**config.mk**
```make
export PLATFORM = sky130hd
export DESIGN_NAME = clk_div_bank_flat
export DESIGN_NICKNAME = d
export VERILOG_FILES = /design/src/rtl/clk_div_bank_pkg.sv /design/src/rtl/clk_div_bank_if.sv /design/src/rtl/clk_div_chan.sv /design/src/rtl/clk_div_bank.sv /design/src/flat_wrapper.sv
export SDC_FILE = /design/constraint.sdc
export NUM_CORES = 1
export LEC_CHECK = 0
export ABC_CLOCK_PERIOD_IN_PS = 6800
export BUFFER_PORTS_ARGS = -buffer_cell sky130_fd_sc_hd__buf_4
export CAP_MARGIN = 20
export CORE_MARGIN = 10
export CORE_UTILIZATION = 39
export CTS_CLUSTER_SIZE = 28
export DETAILED_ROUTE_END_ITERATION = 16
export PLACE_DENSITY = 0.66
export RECOVER_POWER = 25
export SLEW_MARGIN = 10
export SYNTH_ARGS = -nofsm -noshare
export SYNTH_HDL_FRONTEND = slang
export SYNTH_SLANG_ARGS = --single-unit
```
**constraint.sdc**
```tcl
create_clock -name clk -period 6.8 [get_ports clk]
set_input_delay 1.36 -clock clk [delete_from_list [all_inputs] [get_ports clk]]
set_output_delay 1.36 -clock clk [all_outputs]
set_load 0.05 [all_outputs]
```
**src/rtl/clk_div_bank_pkg.sv**
```systemverilog
// Shared defaults, divisor type and width helper for the clock divider bank.
package clk_div_pkg;

  localparam int DEF_NCH      = 4;
  localparam int DEF_CNT_W    = 24;
  localparam int DEF_DIV      = 4;
  localparam int DEF_PRESCALE = 25;

  // Divisor word at the default counter width.
  typedef logic [DEF_CNT_W-1:0] div_t;

  // Width of an index into n items, never narrower than one bit.
  function automatic int chWidth(input int n);
    return (n > 1) ? $clog2(n) : 1;
  endfunction

endpackage

```
**src/rtl/clk_div_bank_if.sv**
```systemverilog
// Divisor-write handshake between a configuring master and the divider bank.
interface clk_div_bank_if import clk_div_pkg::*; #(
  parameter int NCH   = DEF_NCH,
  parameter int CNT_W = DEF_CNT_W
) ();

  logic                     cfg_valid;
  logic                     cfg_ready;
  logic [chWidth(NCH)-1:0]  cfg_ch;
  logic [CNT_W-1:0]         cfg_div;

  modport master (output cfg_valid, output cfg_ch, output cfg_div, input cfg_ready);
  modport slave  (input cfg_valid, input cfg_ch, input cfg_div, output cfg_ready);

endinterface

```
**src/rtl/clk_div_chan.sv**
```systemverilog
// One divider channel: counter, active divisor, registered tick and square wave.
module clk_div_chan #(
  parameter int CNT_W       = 24,
  parameter int DEFAULT_DIV = 4
) (
  input  logic             clk,
  input  logic             rst_n,
  input  logic             i_en,
  input  logic             i_step,
  input  logic             i_sync,
  input  logic             i_applyReq,
  input  logic [CNT_W-1:0] i_applyDiv,
  output logic             o_tick,
  output logic             o_sq,
  output logic             o_applied
);

  // Divisors 0 and 1 both mean "every step", so the stored divisor is never below 1.
  localparam logic [CNT_W-1:0] RESET_DIV =
    (DEFAULT_DIV < 2) ? CNT_W'(1) : CNT_W'(DEFAULT_DIV);

  logic [CNT_W-1:0] r_cnt;
  logic [CNT_W-1:0] r_div;
  logic             r_tick;
  logic             r_sq;
  logic [CNT_W-1:0] w_newDiv;
  logic             w_run;
  logic             w_wrap;

  assign w_run    = i_en & i_step & ~i_sync;
  // A divisor applied while disabled may be below the held count; >= keeps
  // the channel from running all the way round the counter in that case.
  assign w_wrap   = w_run & (r_cnt >= (r_div - CNT_W'(1)));
  assign w_newDiv = (i_applyDiv < CNT_W'(2)) ? CNT_W'(1) : i_applyDiv;
  // A new divisor lands only where the count restarts (wrap or sync) or while idle.
  assign o_applied = i_applyReq & (i_sync | ~i_en | w_wrap);
  assign o_tick    = r_tick;
  assign o_sq      = r_sq;

  // Count step enables, wrap at div-1, and let sync override everything.
  always_ff @(posedge clk or negedge rst_n) begin
    if (!rst_n) begin
      r_cnt  <= '0;
      r_div  <= RESET_DIV;
      r_tick <= 1'b0;
      r_sq   <= 1'b0;
    end else begin
      if (o_applied) r_div <= w_newDiv;
      if (i_sync) begin
        r_cnt  <= '0;
        r_sq   <= 1'b0;
        r_tick <= 1'b0;
      end else if (w_wrap) begin
        r_cnt  <= '0;
        r_sq   <= ~r_sq;
        r_tick <= 1'b1;
      end else begin
        r_tick <= 1'b0;
        if (w_run) r_cnt <= r_cnt + CNT_W'(1);
      end
    end
  end

endmodule

```
**src/rtl/clk_div_bank.sv**
```systemverilog
// Bank of NCH programmable clock-enable dividers with a single-slot divisor
// write port. Optional shared prescaler enabled by CLK_DIV_BANK_PRESCALE_EN.
module clk_div_bank import clk_div_pkg::*; #(
  parameter int NCH         = DEF_NCH,
  parameter int CNT_W       = DEF_CNT_W,
  parameter int DEFAULT_DIV = DEF_DIV,
  parameter int PRESCALE    = DEF_PRESCALE
) (
  input  logic             clk,
  input  logic             rst_n,
  input  logic [NCH-1:0]   en,
  input  logic             sync,
  clk_div_bank_if.slave    cfg,
  output logic [NCH-1:0]   tick,
  output logic [NCH-1:0]   sq
);

  localparam int CH_W = chWidth(NCH);

  if (NCH < 1 || NCH > 16 || PRESCALE < 1) begin : g_badParam
    $error("clk_div_bank: NCH must be 1..16 and PRESCALE at least 1");
  end

  logic             r_pend;
  logic [CH_W-1:0]  r_pendCh;
  logic [CNT_W-1:0] r_pendDiv;
  logic             w_accept;
  logic             w_step;
  logic             w_applyValid;
  logic [CH_W-1:0]  w_applyCh;
  logic [CNT_W-1:0] w_applyDiv;
  logic [NCH-1:0]   w_applied;
  logic             w_pendDrop;

  assign cfg.cfg_ready = ~r_pend;
  assign w_accept      = cfg.cfg_valid & ~r_pend;
  // The slot empties once its channel takes the divisor, or at once if no such channel exists.
  assign w_pendDrop    = r_pend & ((|w_applied) | (int'(r_pendCh) >= NCH));

  // Offer the pending divisor; a write arriving together with sync bypasses the slot.
  always_comb begin
    w_applyValid = r_pend;
    w_applyCh    = r_pendCh;
    w_applyDiv   = r_pendDiv;
    if (w_accept && sync) begin
      w_applyValid = 1'b1;
      w_applyCh    = cfg.cfg_ch;
      w_applyDiv   = cfg.cfg_div;
    end
  end

  // Capture an accepted write into the slot, release it once applied or discarded.
  always_ff @(posedge clk or negedge rst_n) begin
    if (!rst_n) begin
      r_pend    <= 1'b0;
      r_pendCh  <= '0;
      r_pendDiv <= '0;
    end else if (w_pendDrop) begin
      r_pend <= 1'b0;
    end else if (w_accept && !sync) begin
      r_pend    <= 1'b1;
      r_pendCh  <= cfg.cfg_ch;
      r_pendDiv <= cfg.cfg_div;
    end
  end

`ifdef CLK_DIV_BANK_PRESCALE_EN
  localparam int PRE_W = chWidth(PRESCALE);
  localparam logic [PRE_W-1:0] PRE_LAST = PRE_W'(PRESCALE - 1);

  logic [PRE_W-1:0] r_pre;

  assign w_step = (r_pre == PRE_LAST);

  // Shared prescaler: one step enable every PRESCALE clocks, realigned by sync.
  always_ff @(posedge clk or negedge rst_n) begin
    if (!rst_n) begin
      r_pre <= '0;
    end else if (sync || w_step) begin
      r_pre <= '0;
    end else begin
      r_pre <= r_pre + PRE_W'(1);
    end
  end
`else
  assign w_step = 1'b1;
`endif

  for (genvar i = 0; i < NCH; i++) begin : g_chan
    clk_div_chan #(
      .CNT_W       (CNT_W),
      .DEFAULT_DIV (DEFAULT_DIV)
    ) u_chan (
      .clk        (clk),
      .rst_n      (rst_n),
      .i_en       (en[i]),
      .i_step     (w_step),
      .i_sync     (sync),
      .i_applyReq (w_applyValid && (w_applyCh == CH_W'(i))),
      .i_applyDiv (w_applyDiv),
      .o_tick     (tick[i]),
      .o_sq       (sq[i]),
      .o_applied  (w_applied[i])
    );
  end

endmodule

```
**src/flat_wrapper.sv**
```systemverilog
// flat-port wrapper written by rule: the top's interface ports become plain ports
module clk_div_bank_flat import clk_div_pkg::*;
#(
  parameter int NCH         = DEF_NCH,
  parameter int CNT_W       = DEF_CNT_W,
  parameter int DEFAULT_DIV = DEF_DIV,
  parameter int PRESCALE    = DEF_PRESCALE
)
  (clk, rst_n, en, sync, tick, sq, cfg_cfg_valid, cfg_cfg_ch, cfg_cfg_div, cfg_cfg_ready);
  clk_div_bank_if #(.NCH(NCH), .CNT_W(CNT_W)) cfg_i ();
  input  logic clk;
  input  logic rst_n;
  input  logic [NCH-1:0] en;
  input  logic sync;
  output logic [NCH-1:0] tick;
  output logic [NCH-1:0] sq;
  input wire logic [$bits(cfg_i.cfg_valid)-1:0] cfg_cfg_valid;
  input wire logic [$bits(cfg_i.cfg_ch)-1:0] cfg_cfg_ch;
  input wire logic [$bits(cfg_i.cfg_div)-1:0] cfg_cfg_div;
  output wire logic [$bits(cfg_i.cfg_ready)-1:0] cfg_cfg_ready;
  assign cfg_i.cfg_valid = cfg_cfg_valid;
  assign cfg_i.cfg_ch = cfg_cfg_ch;
  assign cfg_i.cfg_div = cfg_cfg_div;
  assign cfg_cfg_ready = cfg_i.cfg_ready;
  clk_div_bank #(.NCH(NCH), .CNT_W(CNT_W), .DEFAULT_DIV(DEFAULT_DIV), .PRESCALE(PRESCALE)) u_core (.clk(clk), .rst_n(rst_n), .en(en), .sync(sync), .cfg(cfg_i), .tick(tick), .sq(sq));
endmodule
```
== Word level (Yosys, flattened, before mapping) ==
Index checks and enable logic that the tools add are counted.
W data, S select, Z words.

* Add/subtract/negate cells: 8
* $lt $le $gt $ge: 5
* Eq/ne operators: 3
* Mux-type cells: 34
* Bitwise gates (word level): 33
* Reductions and logical operators: 19

{| class="wikitable"
|+ Operator list
! operator !! count
|-
| $mux W24 || 14
|-
| $add A24 B1 Y24 const B || 4
|-
| $ge A24 B24 Y1 || 4
|-
| $sub A24 B1 Y24 const B || 4
|-
| $lt A24 B2 Y1 const B || 1
|-
| $mux W1 || 19
|-
| $and A1 B1 Y1 || 14
|-
| $reduce_bool A3 Y1 || 4
|-
| $not A1 Y1 || 11
|-
| $reduce_bool A2 Y1 || 5
|-
| $or A1 B1 Y1 || 8
|-
| $logic_and A1 B1 Y1 || 6
|-
| $eq A2 B2 Y1 const B || 2
|-
| $reduce_or A4 Y1 || 1
|-
| $eq A2 B1 Y1 const B || 1
|-
| $logic_not A2 Y1 || 1
|-
| $mux W2 || 1
|-
| $reduce_and A2 Y1 || 1
|-
| $logic_not A1 Y1 || 1
|}

* Flip-flop bits (word level): 227
* Input bits: 34
* Output and inout bits: 9
* Logic and storage cells: 121

== Longest topological paths before layout ==
* Depth in word-level cells: 11
* Mapped depth: 18

== Cells and area by module ==
From an unflattened synthesis, not the netlist that was laid out.

* Cell total of the unflattened synthesis: 1,375
* Area total of the unflattened synthesis: 14,705.4 um^2

{| class="wikitable"
|+ By module, submodules not included
! module !! instances !! cells each !! area each (um^2) !! seq. area each (um^2)
|-
| clk_div_chan (u_core.g_chan[0].u_chan ...) || 2 || 320 || 3,289.4 || 1,252.5
|-
| clk_div_chan (u_core.g_chan[1].u_chan) || 1 || 319 || 3,283.1 || 1,252.5
|-
| clk_div_chan (u_core.g_chan[3].u_chan) || 1 || 318 || 3,269.4 || 1,252.5
|-
| clk_div_bank || 1 || 98 || 1,574.0 || 675.6
|}

== Least setup slack after synthesis ==
Ideal clock, no wire load.

* Path type: reg-to-reg
* Start point: register u_core.g_chan[0].u_chan.r_div[7]
* End point: register u_core.g_chan[0].u_chan.r_cnt[15]
* Library setup time: 121 ps
* Arrival time: 3,650 ps
* Required time: 6,679 ps
* Path slack: 3,029 ps
* Stages on the path, launching flop included: 16
* Path buffers: 2
* Clock period less this slack: 3,771 ps
* Path through: dfrtp_1 -> or4_4 -> or4_4 -> or2_4 -> nor4_4 -> xnor2_1 -> ha_1 -> nand4_1 -> nor4_1 -> o21ai_0 -> o211ai_2 -> or2_1 -> buf_2 -> buf_6 -> o21ai_0 -> a22o_1

* Cells in the longest elaborated chain, start to end: 5
* Elaborated cells between the ends (all ways): 6
* Classes of those cells: 1 x add/sub; 1 x order compare; 2 x mux; 1 x bitwise; 1 x reduce/logical

{| class="wikitable"
|+ RTL lines
! item !! RTL line !! text
|-
| start: declaration || clk_div_chan.sv:23 || <nowiki>logic [CNT_W-1:0] r_div;</nowiki>
|-
| start signal: assignment || clk_div_chan.sv:48 || <nowiki>if (o_applied) r_div <= w_newDiv;</nowiki>
|-
| $sub A24 B1 Y24 * || clk_div_chan.sv:33 || <nowiki>assign w_wrap = w_run & (r_cnt >= (r_div - CNT_W'(1)));</nowiki>
|-
| $ge A24 B24 Y1 * || clk_div_chan.sv:33 ||
|-
| $and A1 B1 Y1 * || clk_div_chan.sv:33 ||
|-
| $mux W24 || clk_div_chan.sv:53 || <nowiki>end else if (w_wrap) begin</nowiki>
|-
| $mux W24 || clk_div_chan.sv:49 || <nowiki>if (i_sync) begin</nowiki>
|-
| end signal: assignment || clk_div_chan.sv:59 || <nowiki>if (w_run) r_cnt <= r_cnt + CNT_W'(1);</nowiki>
|-
| end: declaration || clk_div_chan.sv:22 || <nowiki>logic [CNT_W-1:0] r_cnt;</nowiki>
|}

Mark *: on every way between the ends. The rest lies on a longest branch, timed or not.
A chain may end at the register's enable or synchronous reset.

== Worst setup path in the final report ==
* Start point: register u_core.g_chan[2].u_chan.r_div[5]
* End point: register u_core.g_chan[2].u_chan.r_cnt[4]

* Cells in the longest elaborated chain, start to end: 5
* Elaborated cells between the ends (all ways): 6
* Classes of those cells: 1 x add/sub; 1 x order compare; 2 x mux; 1 x bitwise; 1 x reduce/logical

{| class="wikitable"
|+ RTL lines
! item !! RTL line
|-
| start: declaration || clk_div_chan.sv:23
|-
| start signal: assignment || clk_div_chan.sv:48
|-
| $sub A24 B1 Y24 * || clk_div_chan.sv:33
|-
| $ge A24 B24 Y1 * || clk_div_chan.sv:33
|-
| $and A1 B1 Y1 * || clk_div_chan.sv:33
|-
| $mux W24 || clk_div_chan.sv:53
|-
| $mux W24 || clk_div_chan.sv:49
|-
| end signal: assignment || clk_div_chan.sv:59
|-
| end: declaration || clk_div_chan.sv:22
|}

Marked as above.

==> metrics.cfg <==
[floorplanning]
placementRows = 69
initial_core_util_pct = 39.63
coreArea_sq_mm = 0.03574
fp.dieH_microns = 210.6
io_pins = 43
dieArea_sq_mm = 0.04435
die_w_microns = 210.6

[cells_and_area]
fin_util_pct = 44.55
finalNetCount = 1713
syn2layout_area_growth_pct = 12.40
drive_above_1_share_pct = 11.10

[clock_tree]
clock_latency_ns = 0.54
cts_tree = built
post_cts_buffers = 0
path_clk_slew_ns = 0.06
cts_resized = 0
cts_buffers = 26
cts_buffer_depth = 3
cts_root_buf = clkbuf_16
h-tree-depth = 1
clkSinkCount = 227
ctsHoldBuffers = 0

[critical_path]
cp_cell_sequence = nor4_1 > nand2_1 > nor4_1 > nand2_1 > nor4_1 > xnor2_1 > ha_1 > nand4_1 > nor3_1 > o311ai_1 > a21oi_1 > or2_1 > o21ai_0 > a22o_1
critPathMaxFanout = 18
end_kind = flip-flop
path_buf_inv = 0
crit_top_cell = nor4_1
crit_family = simple AND/OR/NAND/NOR gates
startpoint_type = flip-flop
r2r-start = u_core.g_chan[2].u_chan.r_div[5]
slowest_delay_ns = 0.73
required_ns = 7.23
critPathSlowestCell = a21oi_1
worstPathArrival_ns = 5.38
startpoint = u_core.g_chan[2].u_chan.r_div[5]
crit_type = reg -> reg

[sta]
rsz0062_at_grt = no
tns_ns = 0
relSlewSlack_pct = -101.0
worst_slew_pin_slew_ns = 3.015
maxSlewViolCount = 150
setup_viol = 0
finalWorstSetupSlack_ns = 1.844
fmax_mhz = 201.8
whs_ns = 0.4903
fin_crit_ns = 4.956
period_share_pct = 72.88
hold_violations = 0
skew_ns = 0.01219

[route]
firstDrtPassIters = 5
drtAntennaViolNets = 0
drc_errors = 0
first_iter_violations = 846
vias = 11530
drt_wl_total_microns = 34980
wl_per_cell_microns = 17.00
via_per_inst = 5.606

[synthesis]
syn_nets = 1677
yosys-top-cells-area = dfrtp_1 (39%), ha_1 (9.2%), o21ai_0 (5.1%)
synth_area_per_cell_sq_um = 9.205
synthAdderAreaFrac_pct = 9.186
synth_common_cells = dfrtp_1 (223), nand2_1 (189), o21ai_0 (144), ha_1 (104), nor2_1 (88)
yosysUniqueCellTypes = 69
synth_cells = 1539
synth-async-reset-ratio_pct = 100.0
synth_top_family_by_area = simple AND/OR/NAND/NOR gates
yosysMostFrequentCell = dfrtp_1
synth_top_area_share_pct = 39.39
muxShareOfSynthArea_pct = 7.031
yosysWarnings = 0
ys_ff_latch = 227
yosys.area_share.xor_xnor_pct = 5.750
syn_area_sq_mm = 0.01417
yosysTopAreaCell = dfrtp_1
ys.flop_type = dfrtp_1
synth_edf_count = 0
synth-simple-area-share_pct = 20.03
synth-compound-area-share_pct = 13.71
yosysSeqAreaShare_pct = 40.13

[grt]
grt_pass1_vias = 10960
grt_antenna_before_repair = 1
grt_max_degree = 122
globalRouteTotalUtil_pct = 15.60
grt_overflow = 0
grt_pass1_wl_microns = 57820

[pwr]
vdd_drop_max_mv = 0.2232
p_per_area_mw_per_mm2 = 345.2
power_uw = 5497
p_leak_uw = 0.007146

[run_status]
outcome = complete, but fails checks
violations = capacitance limit, slew limit

[placement]
gp_congestion = 0.8622
dp_slack_ns = 1.896
place.port_buffers = 42
dp_hpwl_microns = 25090

[min_path]
hp-start = u_core.g_chan[3].u_chan.r_cnt[23]
hp-class = reg -> reg

[job]
max_cap_viol_count = 2

## flip-flops by register name, indices dropped and copies added, names as in the netlist
| name | flops |
|---|---|
| u_core.g_chan.u_chan.r_cnt | 96 |
| u_core.g_chan.u_chan.r_div | 96 |
| u_core.r_pendDiv | 24 |
| u_core.g_chan.u_chan.o_sq | 4 |
| u_core.g_chan.u_chan.o_tick | 4 |
| u_core.r_pendCh | 2 |
| u_core.r_pend | 1 |
## metrics by stage
step / area (sq um) / cells
finish: 15920 / 2057
global route: 15920 / 2057
CTS: 15930 / 2054
detailed placement: 14980 / 2006
global placement: 14970 / 2005
floorplan: 14170 / 1539
## placed cells by master, fill, tap and decap left out, drive strengths merged, types with 19 or more instances in the layout
cell / instances
mux2: 28
o21ai: 147
buf: 69
a21o: 24
xor2: 27
and3: 28
nor3: 58
a21oi: 56
inv: 66
ha: 104
a22o: 19
dfrtp: 223
nand4: 32
nand2: 189
nor2: 89
mux2i: 68
xnor2: 66
clkbuf: 38
nand3: 58
nor4: 33
a31oi: 19
## report_power, final
part,switching (uW),leakage (uW),total [uW],internal [uW]
sequential,370,0.00294,2070,1700
combinational,1070,0.00373,1880,808
clock,580,0.000474,1550,966
total,2020,0.00715,5500,3480
## layout make-up
type,count,area [sq um]
clock buffer,35,755.7
clock inverter,13,193.9
timing repair buffer,72,545.5
sequential,227,5685
fill,3457,19820
inverter,66,247.7
multi-input combinational,1182,7915
tap,461,576.8
antenna,1,2.502
## worst paths after layout
| check | cells after the start | end | slack (ns) |
|---|---|---|---|
| worst max-delay path | 14 | u_core.g_chan[2].u_chan.r_cnt[4] | 1.84 |
| min in group asynchronous | 1 | u_core.g_chan[3].u_chan.r_cnt[10] | 0.84 |
| worst min-delay path | 1 | u_core.g_chan[3].u_chan.r_cnt[23] | 0.49 |
| max in group asynchronous | 2 | u_core.g_chan[1].u_chan.r_cnt[21] | 2.56 |
| worst max register to register | 14 | u_core.g_chan[2].u_chan.r_cnt[4] | 1.84 |
| worst min register to register | 1 | u_core.g_chan[3].u_chan.r_cnt[23] | 0.49 |
## cells by family (layout without fill, tap and decap cells)
logic type               after synthesis  count (layout)
other                                  0               1
AO/OA/AOI/OAI                        318             318
flip-flops                           227             227
XOR/XNOR                              93              93
buffers and inverters                130             186
adder cells (fa/ha/maj)              104             104
multiplexers                          96              96
AND/OR/NAND/NOR                      571             571
## layer usage
layer / global-route usage, % / vias up / wire, microns
met5: 0 / - / 0
met4: 4.221 / 0 / 953
met3: 2.151 / 65 / 1581
met2: 25.17 / 264 / 16220
met1: 21.47 / 5603 / 16230
li1: - / 5600 / -
Note: power is estimated with default switching activity, not from simulation.
